--- src/rtl/entrada_botoes.sv ---
`default_nettype none
// ============================================================================
//  Module   : entrada_botoes
//  Purpose  : Synchronizes and debounces the 9 board buttons and accepts
//             exactly one press per press/release cycle. It emits a one-cycle
//             tem_jogada pulse and holds the one-hot/index of the chosen cell.
//  Option   : define MULTI_ERRO_EN to flag multi-button presses on
//             erro_multipla instead of accepting the lowest-index cell.
//  Revision : 1.0 - initial release
// ============================================================================
module entrada_botoes #(
  parameter int DEBOUNCE_CYCLES = 4,
  parameter int CNT_W           = 16
) (
  input  logic       clock,
  input  logic       reset,
  input  logic [8:0] botoes,
  input  logic       habilita,
  output logic       tem_jogada,
  output logic [8:0] jogada,
  output logic [3:0] indice,
`ifdef MULTI_ERRO_EN
  output logic       erro_multipla,
`endif
  output logic [3:0] db_estado
);

  localparam logic [1:0] OCIOSO = 2'd0;
  localparam logic [1:0] FILTRA = 2'd1;
  localparam logic [1:0] VALIDA = 2'd2;
  localparam logic [1:0] SOLTA  = 2'd3;

  localparam logic [CNT_W-1:0] CNT_ALVO = CNT_W'(DEBOUNCE_CYCLES);
  localparam logic [CNT_W-1:0] CNT_UM   = CNT_W'(1);

  logic [8:0]       sync_a;
  logic [8:0]       s;
  logic [1:0]       estado;
  logic [8:0]       padrao;
  logic [CNT_W-1:0] cnt;

  // Binary index of the lowest set bit; 4'hF when nothing is set.
  function automatic logic [3:0] indice_menor(input logic [8:0] p);
    logic [3:0] r;
    r = 4'hF;
    for (int i = 8; i >= 0; i--) begin
      if (p[i]) r = 4'(i);
    end
    return r;
  endfunction

  // Isolates the lowest set bit as a one-hot vector.
  function automatic logic [8:0] onehot_menor(input logic [8:0] p);
    return p & (~p + 9'd1);
  endfunction

  // Two-flop synchronizer; every decision below uses s only.
  always_ff @(posedge clock) begin
    if (reset) begin
      sync_a <= '0;
      s      <= '0;
    end else begin
      sync_a <= botoes;
      s      <= sync_a;
    end
  end

  // Debounce/accept state machine; outputs are set on the edge entering VALIDA.
  always_ff @(posedge clock) begin
    if (reset) begin
      estado     <= SOLTA;
      cnt        <= '0;
      padrao     <= '0;
      tem_jogada <= 1'b0;
      jogada     <= '0;
      indice     <= 4'hF;
`ifdef MULTI_ERRO_EN
      erro_multipla <= 1'b0;
`endif
    end else begin
      tem_jogada <= 1'b0;
`ifdef MULTI_ERRO_EN
      erro_multipla <= 1'b0;
`endif
      case (estado)
        OCIOSO: begin
          if (s != '0 && habilita) begin
            padrao <= s;
            cnt    <= CNT_UM;
            estado <= FILTRA;
          end
        end
        FILTRA: begin
          if (!habilita || s == '0) begin
            estado <= OCIOSO;
          end else if (s != padrao) begin
            // A changing pattern is still bouncing: restart the window.
            padrao <= s;
            cnt    <= CNT_UM;
          end else if (cnt == CNT_ALVO) begin
            estado <= VALIDA;
`ifdef MULTI_ERRO_EN
            if ((padrao & (padrao - 9'd1)) != '0) begin
              erro_multipla <= 1'b1;
            end else begin
              tem_jogada <= 1'b1;
              jogada     <= onehot_menor(padrao);
              indice     <= indice_menor(padrao);
            end
`else
            tem_jogada <= 1'b1;
            jogada     <= onehot_menor(padrao);
            indice     <= indice_menor(padrao);
`endif
          end else begin
            cnt <= cnt + CNT_UM;
          end
        end
        VALIDA: begin
          estado <= SOLTA;
          cnt    <= '0;
        end
        SOLTA: begin
          // Any nonzero sample restarts the release window.
          if (s == '0) begin
            if (cnt == CNT_ALVO) begin
              estado <= OCIOSO;
            end else begin
              cnt <= cnt + CNT_UM;
            end
          end else begin
            cnt <= '0;
          end
        end
        default: begin
          estado <= SOLTA;
          cnt    <= '0;
        end
      endcase
    end
  end

  assign db_estado = {2'b00, estado};

endmodule
`default_nettype wire

--- config.mk ---
export PLATFORM = sky130hd
export DESIGN_NAME = entrada_botoes
export DESIGN_NICKNAME = d
export VERILOG_FILES = /design/src/rtl/entrada_botoes.sv
export SDC_FILE = /design/constraint.sdc
export NUM_CORES = 1
export LEC_CHECK = 0
export CORE_UTILIZATION = 40
export CTS_CLUSTER_SIZE = 24
export DETAILED_ROUTE_END_ITERATION = 12
export GPL_ROUTABILITY_DRIVEN = 0
export GPL_TIMING_DRIVEN = 0
export PLACE_DENSITY = 0.64
export SYNTH_ARGS = -nofsm -noshare
export SYNTH_HDL_FRONTEND = slang
export SYNTH_SLANG_ARGS = --single-unit
--- constraint.sdc ---
create_clock -name clock -period 2.3 [get_ports clock]
set_input_delay 0.46 -clock clock [delete_from_list [all_inputs] [get_ports clock]]
set_output_delay 0.46 -clock clock [all_outputs]
set_load 0.03 [all_outputs]
* Yosys cells after proc, flatten, opt, wreduce, memory -nomap -nowiden *
Cells that the tools add are included.
Widths: inputs -> output; s select.

word-level totals
  logic and storage cells = 66
  bits in registers = 59

operators by class
  add/subtract/negate cells = 2
  equality and inequality tests = 12
  bitwise operators = 5
  reduce and logical (&&, ||, !) cells = 12
  mux-type cells = 27

operators by type and width
  operator               count
  $mux 16                5
  $pmux 16 s4            1
  $mux 4                 8
  $mux 9                 3
  $pmux 9 s2             1
  $add 16x1->16 const B  1
  $eq 16x3->1 const B    1
  $mux 2                 6
  $ne 2x2->1 const B     5
  $add 9x1->9 const B    1
  $and 9x9->9            1
  $logic_not 9->1        1
  $ne 9x9->1             1
  $not 9->9              1
  $reduce_bool 9->1      1
  $pmux 2 s4             1
  $reduce_and 4->1       2
  $ne 3x3->1 const B     2
  $reduce_and 5->1       1
  $eq 2x2->1 const B     2
  $reduce_or 4->1        1
  $mux 3                 1
  $not 1->1              3
  $eq 2x1->1 const B     1
  7 further kinds        7

* Longest topological paths before layout *
  depth in word-level cells = 9
  depth in mapped cells = 8

* Least setup slack after synthesis *
OpenSTA, ideal clock, no wires.

  path type = register to register
  start = register cnt[0]
  end = register jogada[5]
  path buffers = 1
  stages on the path, launching flop included = 9
  data required time = 2.228 ns
  clock period less this slack = 1.973 ns
  arrival time = 1.901 ns
  path slack = 0.327 ns
  library setup time = 0.072 ns
  path through = dfxtp_1 -> inv_1 -> ha_1 -> nor4b_1 -> and4_1 -> nand2_1 -> nor3_2 -> buf_4 -> mux2i_1

on the way
  cells in the longest elaborated chain, start to end = 2

RTL lines
  element                            RTL line  text
  from (decl)                        40        logic [CNT_W-1:0] cnt;
  from (signal assigned)             116       cnt <= cnt + CNT_UM;
  from (signal assigned)             129       cnt <= cnt + CNT_UM;
  $eq 16x3->1                        100       end else if (cnt == CNT_ALVO) begin
  $reduce_and 4->1 (no source line)  -
  to (signal assigned)               112       jogada <= onehot_menor(padrao);
  to (decl)                          20        output logic [8:0] jogada,

No other way between the ends.
A chain may end at the register's enable or synchronous reset.

* Final worst setup path *
  start = register s[3]
  end = register cnt[15]

on the way
  cells in the longest elaborated chain, start to end = 4

RTL lines
  element                                          RTL line  text
  from (decl)                                      37        logic [8:0] s;
  from (signal assigned)                           64        s <= sync_a;
  $ne 9x9->1, or another cell as far along         96        end else if (s != padrao) begin
  $mux 16, or another cell as far along            96
  $mux 16 or $ne 2x2->1 (tied branches)            -
  $pmux 16 s4 or $reduce_and 2->1 (tied branches)  -

Parallel ways exist; a longest one is shown, timed or not. The select of a mux whose other input is x is not followed.

==> metrics.cfg <==
[outcome]
outcome=finished clean

[synth]
async_flop_share_pct=0
synthTopCellsByCount=dfxtp_1, nor2_1, xor2_1
seq_area_frac_synth_pct=45.6
ys_seq_elements=59
synth_edf_count=0
synth_warnings=0
synth_ff_type=dfxtp_1
synth_top_cell_area_share_pct=45.6
synthDistinctLibCells=44
syn_avg_cell_area_um2=9.28
syn_area_mm2=0.00259
synthCells=279
ys_top_cells_by_area=dfxtp_1, mux2i_1, xor2_1
yosysMostFrequentCell=dfxtp_1
synth_top_area_cell=dfxtp_1

[hold_path]
hp-class=flop to flop

[placement]
portBuffers=27
placed_cell_area_mm2=0.00296
hpwl_um=3700
dp_slack_ns=-0.105
place_inst=382

[floorplan]
rows=28
initial_core_util_pct=42.5
dieArea_mm2=0.00680
die_y_um=82.4
io_pins=30
core_mm2=0.00610
die_x_um=82.4

[drt]
first_pass_iters=4
routed_wl_um=5120
drc=0
drt-initial-drc-count=91
postRouteAntennaNets=0
wire_per_inst_um=12.8
route.vias.total=2057
viasPerCell=5.16

[timing]
fin_hold_ws_ns=0.436
slew_headroom_pct=63.7
fin_crit_sh_pct=93.9
slew_viol_final=0
rsz0062_at_grt=no
setup_viol=0
timing_hold_violations_final=0
clock.fmax_mhz=463
tightest_slew_ns=0.536
post-route-min-period_ns=2.16
setup_ws_ns=0.140
clock_skew_ns=0.00747

[setup_path]
arrival_ns=2.43
critPathKind=flop to flop
cp-end-kind=flop
crit_path_start_kind=flop
crit_required_ns=2.57
crit_path_max_fanout=10

[global_routing]
busiest_layer=met2
grt_use_met2_pct=24.4
grtUsageMet1_pct=22.4
antenna_found_initial=0
grt_pass1_vias=1795
gr-total-overflow=0
grt_first_pass_wirelength_um=8340
gr-usage-met3_pct=5.60
globalRouteTotalUtil_pct=17.0
grt_max_degree=12

[finish]
layout.nets=333
stdcell_count=399
design_area_mm2=0.00318
drive_gt1_share_pct=8.95
area_growth_pct=22.8
fillers=572
diodes=0

[cts]
cts_root_buf=clkbuf_8
cts-htree-levels=3
clock_sink_count=59
cts_tree=done
insertion_delay_ns=0.34
cts_made_buffers=9
cts.path.max_buffers=2
clkTransAtPathRegs_ns=0.07
postCtsHoldBufs=0

[power]
ir_drop_mv=0.374
power.density_mw_per_mm2=664
p_total_uw=2110
p_leak_uw=0.00118

[flow_run]
drv_cap=0

metal layers:
metal	vias to the layer above	share of wire (%)
li1	1047	-
met1	951	51
met2	48	42
met3	11	4.4
met4	0	2.3
met5	-	0
cell families (layout without fill, tap and decap cells):
group                      after synthesis  count (layout)  share of synthesized area (%)
adders and majority gates                2               2                          0.966
buffers and inverters                   23              67                           4.11
xor gates and xnor gates                24              24                           8.12
muxes                                   22              22                           8.51
DFF                                     59              59                           45.6
other                                    1               2                          0.145
and+or+nand+nor                        112             112                           22.9
AOI/OAI and AO/OA                       36              36                           9.67
power breakdown:
group          switching (uW)  total [uW]  leakage (uW)  internal (uW)
clock network             412         941      0.000102            528
registers                10.9        1050      0.000479           1040
logic                    65.9         120      0.000601           54.4
total                     489        2110       0.00118           1620
registers in the layout (all words and copies together), names as in the netlist, named ones only:
signal	cells
jogada	9
s	9
sync_a	9
cnt	16
indice	4
estado	1
padrao	9
tem_jogada	1
metrics by stage:
| step | setup TNS [ns] | util, % |
|---|---|---|
| floorplan | 0 | - |
| global placement | -0.680 | 48.5 |
| finish | 0 | 52.2 |
| detailed placement | -1.01 | 48.5 |
| CTS | 0 | 52.0 |
| global route | 0 | 52.2 |
cell type report:
| type | count | area, um2 | share of cell area, % |
|---|---|---|---|
| multi-input combinational | 198 | 1320 | 41.4 |
| sequential | 59 | 1180 | 37.2 |
| timing repair buffer | 28 | 278 | 8.74 |
| clock buffer | 10 | 138 | 4.33 |
| tap | 75 | 93.8 | 2.95 |
| buffer | 15 | 76.3 | 2.40 |
| clock inverter | 6 | 65.1 | 2.05 |
| inverter | 8 | 30.0 | 0.945 |
final timing paths:
path,startpoint,to,slack [ns],cells after the start
hold / removal,sync_a[6],s[6],0.44,1
setup / recovery,s[3],cnt[15],0.14,6
setup reg to reg,s[3],cnt[15],0.14,6
hold reg to reg,sync_a[6],s[6],0.44,1
critical path, cell delays in order (launching register included):
cell and delay [ns]:
dfxtp_1 0.33, or4_4 0.55, or3_4 0.40, o21a_1 0.11
a211o_1 0.41, buf_6 0.19, nor2_1 0.10
cell usage in the layout (no fill, tap or decap), drive strengths merged, types with 2 or more instances in the layout:
cell type	count
dfxtp	59
nor2	39
clkdlybuf4s50	27
xor2	23
mux2i	22
clkbuf	20
nor2b	18
nand2	16
inv	7
a21oi	7
o21ai	7
nand3	6
o211ai	6
buf	6
nand4	5
and4	5
o2111ai	5
clkinv	5
nor3	4
and2	3
and3	3
or3	3
nor4b	2
o31a	2
o21a	2
a211o	2
ha	2
conb	2
nor4	2
o311ai	2
timing repair:
action | 4_1_cts | 5_1_grt
endpoints found under the setup margin | 10 | 10
pin swaps | 0 | 1
buffers inserted | 0 | 1
gates resized for setup | 2 | 0
Power figures use the tool's default switching activity.
